`src/rtl/var_delay_line.sv`:
```
`default_nettype none
// ============================================================================
// Module   : var_delay_line
// Brief    : Beat-gated delay line with runtime-selectable depth (circular RAM).
// Revision : 1.0  initial release
// ============================================================================
module var_delay_line #(
    parameter int WIDTH = 32,
    parameter int DEPTH = 16
) (
    input  logic                       clk,
    input  logic                       rst_n,
    input  logic                       in_valid,
    input  logic [WIDTH-1:0]           in,
    input  logic [$clog2(DEPTH):0]     delay,
    input  logic                       flush,
    output logic [WIDTH-1:0]           out,
    output logic                       out_valid
);

    localparam int AW = $clog2(DEPTH);
    localparam logic [AW:0]   C_DEPTH    = (AW+1)'(DEPTH);
    localparam logic [AW-1:0] C_FILL_MAX = AW'(DEPTH - 1);

    logic [WIDTH-1:0] r_mem [DEPTH];
    logic [AW-1:0]    r_wptr;
    logic [AW-1:0]    r_fill;

    logic [AW:0]      w_d;
    logic [AW-1:0]    w_dm1;
    logic [AW-1:0]    w_rptr;
    logic             w_beat;

    always_comb begin
        w_d = delay;
        if (delay == '0)
            w_d = (AW+1)'(1);
        else if (delay > C_DEPTH)
            w_d = C_DEPTH;
        w_dm1  = AW'(w_d - (AW+1)'(1));
        w_rptr = r_wptr - w_dm1;
        w_beat = rst_n && !flush && in_valid;
    end

    // RAM is never reset; a beat dropped by reset/flush is not written.
    always_ff @(posedge clk) begin
        if (w_beat)
            r_mem[r_wptr] <= in;
    end

    always_ff @(posedge clk) begin
        if (!rst_n) begin
            out       <= '0;
            out_valid <= 1'b0;
            r_wptr    <= '0;
            r_fill    <= '0;
        end else if (flush) begin
            r_fill    <= '0;
            out_valid <= 1'b0;
        end else if (in_valid) begin
            r_wptr    <= r_wptr + AW'(1);
            r_fill    <= (r_fill == C_FILL_MAX) ? r_fill : r_fill + AW'(1);
            out_valid <= (r_fill >= w_dm1);
            // D=1 would read the entry being written, so it bypasses the RAM.
            out       <= (w_dm1 == '0) ? in : r_mem[w_rptr];
        end else begin
            out_valid <= 1'b0;
        end
    end

endmodule
`default_nettype wire
```
`config.mk`:
```
export PLATFORM = sky130hd
export DESIGN_NAME = var_delay_line
export DESIGN_NICKNAME = d
export VERILOG_FILES = /design/src/rtl/var_delay_line.sv
export SDC_FILE = /design/constraint.sdc
export NUM_CORES = 1
export LEC_CHECK = 0
export BUFFER_PORTS_ARGS = -buffer_cell sky130_fd_sc_hd__buf_2
export CORE_ASPECT_RATIO = 0.9
export CORE_MARGIN = 2
export CORE_UTILIZATION = 40
export DETAILED_ROUTE_END_ITERATION = 6
export PLACE_DENSITY_LB_ADDON = 0.3
export SLEW_MARGIN = 25
export SYNTH_ARGS = -nofsm -noshare
export SYNTH_HDL_FRONTEND = slang
export SYNTH_SLANG_ARGS = --single-unit
export TNS_END_PERCENT = 50
```
`constraint.sdc`:
```
create_clock -name clk -period 3.6 [get_ports clk]
set_input_delay 0.18 -clock clk [delete_from_list [all_inputs] [get_ports clk]]
set_output_delay 0.18 -clock clk [all_outputs]
set_load 0.02 [all_outputs]
```
==> metrics.txt, run 1 <==
sequential cell area 16200 um2; Initial DRC Count 1178; maximum VDD drop 441 uV; Max-Cap Viols 0; area occupied by multi-input gates 4910 um2; crit path from r_wptr[0]; Post-Layout Cell Count 1903; Total Wirelength 48900 um; max-slew violations 0; Die Y-Extent 223 um; Synth Area per Inst 21.2 um2; Post-Synth XOR/XNOR Area 0.00809; CP Class reg -> reg; crit-path max FO 32; post-synth top area cell edfxtp_1; Final Cell Area 25100 um2; drt pass-1 iters 5; number of synthesized flops with an enable pin 512; Worst path most repeated cell inv_1; Setup-failing EPs final 0; Inserted Clock Buffers 53; Hold/Removal Path Class in -> reg; synthesized instance count 1009; worst skew pair latency 0.61 ns; IO Port Bufs 73; Worst Tran Pin Value 0.740 ns; Hold WS 0.196 ns; clk root buf clkbuf_16; vias in the first global route 11173; Synth Register Bits 553; Overflow after GRT 0; mux share of post-synthesis cell area 0.138; Hold Violations, Final 0; fin crit share 0.835; first-pass GRT wire length 72700 um; status completed; area grow syn2layout 17.6%; Via-to-Cell Ratio 5.64; Routability Congestion 0.728; Compound-Gate Fraction of Synth Area 0.0533; TritonCTS clock tree yes; clk buf depth 3; RSZ-0062 raised after global routing no; Critical Path Source Type flip-flop; # fillers 4339; Post-synth ARST share 0; crit end category flip-flop; Top FF cell, synth edfxtp_1; Slew headroom 0.505; post-CTS setup buffers 0; Total Die Area 55200 um2; num rows 80; nets 1211; Yosys cell types 49; via count 10729; largest cells by area after synthesis edfxtp_1 72%, mux4_2 14%, dfxtp_1 3.8%; Worst-path clk slew 0.07 ns; mapped cell area 21300 um2; placed inst area 23000 um2; simple-gate share of the synthesized area 0.0152; Pwr Total 14.4 mW; antenna violations before repair 0; Synth Area in Adders 0.00774; Post-CTS Hold Buffers 36; largest family of logic cells by synthesized area multiplexers; HP Start delay[3]; pwr dens 572 nW/um2; CTS Sinks 553; Starting Density 0.404; routed len/inst 25.7 um; largest net degree at the start of global routing 68; crit path cell chain inv_1 > ha_4 > inv_1 > maj3_1 > xor3_1 > nand3_1 > buf_4 > a21boi_0 > a2111oi_0 > o21ai_0; H-Tree Depth 2; CP max stage delay 0.52 ns; I/O pin count 74; setup_tns 0 ns; Syn Nets 1060; post-detail-place hpwl 26800 um; Placed Cells 1766; # resized after CTS 0; Total GRT Usage 0.180; Crit path required time 4.08 ns; total core area 52900 um2; Seq/Total Area, Yosys 0.759; skew final 0.0300 ns; Slowest-stage cell, CP a2111oi_0; fin crit period 3.01 ns; worst r2r src r_wptr[0]; CP Data Arrival Time 3.49 ns; post-synth top area share 0.720; die span in x 247 um; static leakage 8.09 nW; Final ANT Viol Nets 0; fmax 0.333 GHz; layout cells sized above 1 0.300; yosys warns 0; DRC violations left 0
## final timing paths
check,end,slack [ns],depth (start not counted)
worst max-delay path,out[4],0.59,10
worst min-delay path,out_valid,0.20,5
worst max register to register,out[4],0.59,10
worst min register to register,out[4],0.51,2
## layout make-up
class,count,area share
antenna,1,0.0000997
sequential,553,0.645
tap,697,0.0347
inverter,35,0.00523
clock buffer,70,0.0603
multi-input combinational,363,0.196
clock inverter,30,0.00942
timing repair buffer,154,0.0494
## cells in the mapped netlist, drive strengths merged (3+ instances only)
master / instances
edfxtp: 512
mux4: 128
dfxtp: 41
inv: 35
a21boi: 34
a22oi: 32
a221oi: 31
buf: 31
o221ai: 31
clkbuf: 27
nor2: 22
ha: 10
xnor2: 10
nand2: 7
a21oi: 6
nand3: 6
maj3: 4
mux2i: 4
nand2b: 4
nand3b: 4
nor2b: 4
nor3: 4
xor2: 4
and2: 3
## worst max-delay path: cells and delay by family (launching register included)
kind	cells	cell delay [ns]
compound gates	3	0.83
buf+inv	3	0.76
fa+ha+maj	2	0.57
flops	1	0.36
xor+xnor	1	0.25
simple gates	1	0.10
## cell usage in the layout, fill, tap and decap left out, types with 2 or more instances in the layout
master         Yosys  layout
a21oi_1            5       5
clkinv_2           0      10
a21boi_1          20      20
o221ai_1          31      31
xnor2_1            8       8
bufinv_16          0       3
buf_12             0      12
nand3b_1           4       4
dfxtp_1           41      41
clkbuf_8           0       8
inv_6              0       2
dlygate4sd3_1      0      36
nand2_1            6       6
clkinvlp_4         0       6
maj3_1             4       4
ha_1              10       8
nor3_1             4       4
ha_4               0       2
a221oi_1          31      31
buf_4              3      31
nand3_1            6       6
nand2b_1           4       4
and2_1             3       3
inv_1             35      35
edfxtp_1         512     512
mux2i_1            3       3
nor2_1            21       5
a22oi_1           32      32
mux4_2           128     128
a21boi_0          14      14
nor2_4             0      17
and3_1             2       2
xor2_1             4       4
clkbuf_16          0      55
nor2b_1            3       2
clkinv_1           0       9
clkbuf_1          27       7
buf_2             22      73
## registers in the layout, indices dropped and copies added (netlist names)
| register | flops |
|---|---|
| r_wptr | 4 |
| r_fill | 4 |
| r_mem | 512 |
| out | 32 |
| out_valid | 1 |
## where the power goes
| group | switching [mW] | total [mW] | internal, mW |
|---|---|---|---|
| Clock | 2.38 | 5.55 | 3.17 |
| Combinational | 0.893 | 1.68 | 0.786 |
| Sequential | 0.0536 | 7.13 | 7.08 |
## per-layer routing
layer  vias up  global-route usage  share of wire
li1       4554                   -              -
met1      5697               0.262           0.44
met2       392               0.279           0.47
met3        86              0.0300          0.068
met4         0              0.0549          0.023
met5         -                   0              0
## logic make-up after synthesis
family,Yosys count
AOI/OAI and AO/OA,141
xor gates and xnor gates,15
adders and majority gates,14
buffers and inverters,93
DFF,553
muxes,132
and+or+nand+nor,61
## per-stage QoR
step                setup WS, ns  utilization
CTS                        0.609        0.475
global route               0.356        0.475
finish                     0.593        0.475
detailed placement         0.260        0.435
floorplan                  0.743            -
global placement           0.284        0.434
Power figures use the tool's default switching activity.
==> run 2: changes to the inputs <==
==> constraint.sdc (replaced) <==
create_clock -name clk -period 3 [get_ports clk]
set_input_delay 0.15 -clock clk [delete_from_list [all_inputs] [get_ports clk]]
set_output_delay 0.15 -clock clk [all_outputs]
set_load 0.02 [all_outputs]
==> run 2 against run 1 <==
  * Sequential share of layout area fell by 1.0 points
  * Worst hold slack worse by 0.046 ns
  * Worst setup slack got worse by 0.44 ns
==> metrics.txt, run 2 (synthesis gave the netlist of run 1 again) <==
skew final 0.0222 ns; commonest non-fill, non-tap cells in the layout 512 x edfxtp_1, 128 x mux4_2, 73 x buf_2, 63 x buf_4, 55 x clkbuf_16; CTS Sinks 553; routed len/inst 25.7 um; Largest Register r_mem; nets 1257; max FFs per register 512; most common cell after layout, fill and taps aside edfxtp_1; # fillers 4349; Hold WS 0.150 ns; r2r worst-path depth 10; Starting Density 0.404; RSZ-0062 raised after global routing no; Buf+Inv Stages, Crit Path 3; total core area 52900 um2; n_diodes 0; CP max stage delay 0.54 ns; Slew headroom 0.566; Hold/Removal Path Class in -> reg; I/O pin count 74; worst r2r src r_wptr[0]; Worst Setup EP out[14]; Hold Violations, Final 0; Inserted Clock Buffers 55; DRC violations left 0; crit path cell chain inv_1 > ha_4 > inv_1 > maj3_1 > xor3_1 > nand2b_1 > o21ai_4 > buf_4 > a221oi_1 > o221ai_1; crit end category flip-flop; max-slew violations 0; Setup-failing EPs final 0; Total GRT Usage 0.185; Routability Congestion 0.724; WP depth 10; clk root buf clkbuf_16; Crit path required time 3.51 ns; Critical Path Source Type flip-flop; drt pass-1 iters 5; status completed; num rows 80; CP Class reg -> reg; Total Wirelength 50100 um; placed inst area 23500 um2; pwr dens 676 nW/um2; biggest regs r_mem x512, out x32; fin crit period 2.85 ns; antenna violations before repair 0; register-to-register setup slack 0.15 ns; maximum VDD drop 497 uV; clk buf depth 3; Final ANT Viol Nets 0; first-pass GRT wire length 74500 um; CP top delay family compound AO/OA/AOI/OAI gates; Total Die Area 55200 um2; static leakage 8.32 nW; pre-CTS setup slack -0.120 ns; Overflow after GRT 0; post-detail-place hpwl 28800 um; Critical R2R Capture out[14]; setup slack after layout 0.149 ns; TritonCTS clock tree yes; Via-to-Cell Ratio 5.56; Worst-path clk slew 0.06 ns; H-Tree Depth 2; fin crit share 0.950; layout cells sized above 1 0.315; Worst Tran Pin Value 0.648 ns; CP Data Arrival Time 3.36 ns; final core occ 0.482; Max-Cap Viols 0; crit-path max FO 12; fmax 0.351 GHz; area grow syn2layout 19.5%; via count 10844; Final Cell Area 25500 um2; vias in the first global route 11331; Die Y-Extent 223 um; crit path from r_wptr[0]; IO Port Bufs 73; die span in x 247 um; Initial DRC Count 939; Worst path most repeated cell inv_1; Slowest-stage cell, CP o21ai_4; worst skew pair latency 0.62 ns; largest net degree at the start of global routing 33
-- run 2: cell count changes in the layout (fill, tap and decap cells not counted), moves of 2 or more --
cell	change
buf_12	+13
buf_4	+32
bufinv_16	-2
clkbuf_1	+17
clkbuf_8	-5
clkinv_2	-5
clkinvlp_4	-5
inv_16	+2
-- run 2: worst min-delay path by stage --
stage             start     endpoint  cells after the start
6_report       delay[4]    out_valid                      5
5_1_grt        delay[4]    out_valid                      5
4_1_cts        delay[4]    out_valid                      5
3_5_place_dp   in_valid    r_fill[1]                      3
3_3_place_gp   in_valid    r_fill[1]                      3
2_1_floorplan     in[0]  r_mem[0][0]                      0
-- run 2: power breakdown --
part	leakage [nW]	switching [mW]	internal, mW
Sequential	4.94	0.0621	8.50
Combinational	2.57	1.14	1.10
Clock	0.811	2.84	3.58
Total	8.32	4.04	13.2
-- run 2: worst register-to-register path: cells and delay by family, from the launching register on --
| family | cells | cell delay [ns] |
|---|---|---|
| AND/OR/NAND/NOR | 1 | 0.21 |
| adder cells (fa/ha/maj) | 2 | 0.56 |
| AO/OA/AOI/OAI | 3 | 0.83 |
| XOR/XNOR | 1 | 0.25 |
| flip-flops | 1 | 0.36 |
| buffers and inverters | 3 | 0.55 |
-- run 2: final cells by class --
class                      instances  area (um2)  share of cell area
clock buffer                      82        1510              0.0591
timing repair buffer             198        1710              0.0671
inverter                          35         131             0.00515
multi-input combinational        363        4910               0.193
tap                              697         872              0.0342
sequential                       553       16200               0.635
clock inverter                    21         168             0.00658
-- run 2: through the flow --
step	cells	total power [mW]	TNS, ns
after floorplan	1009	10.1	0
after global placement	1810	10.9	-1.02
after detailed placement	1810	10.9	-3.08
after CTS	1949	17.4	0
after global routing	1949	17.9	0
final	1949	17.2	0
-- run 2: what timing repair did --
action,in CTS,in global routing
setup buffers,0,0
endpoints found under the hold margin,525,0
resized for setup,0,3
setup endpoints to repair,0,18
hold buffers,36,0
-- run 2: routing by layer --
metal / share of wire / GRT usage / vias to the layer above
met5: 0 / 0 / -
met2: 0.49 / 0.300 / 376
met1: 0.44 / 0.265 / 5748
met4: 0.017 / 0.0454 / 0
met3: 0.060 / 0.0273 / 60
li1: - / - / 4660
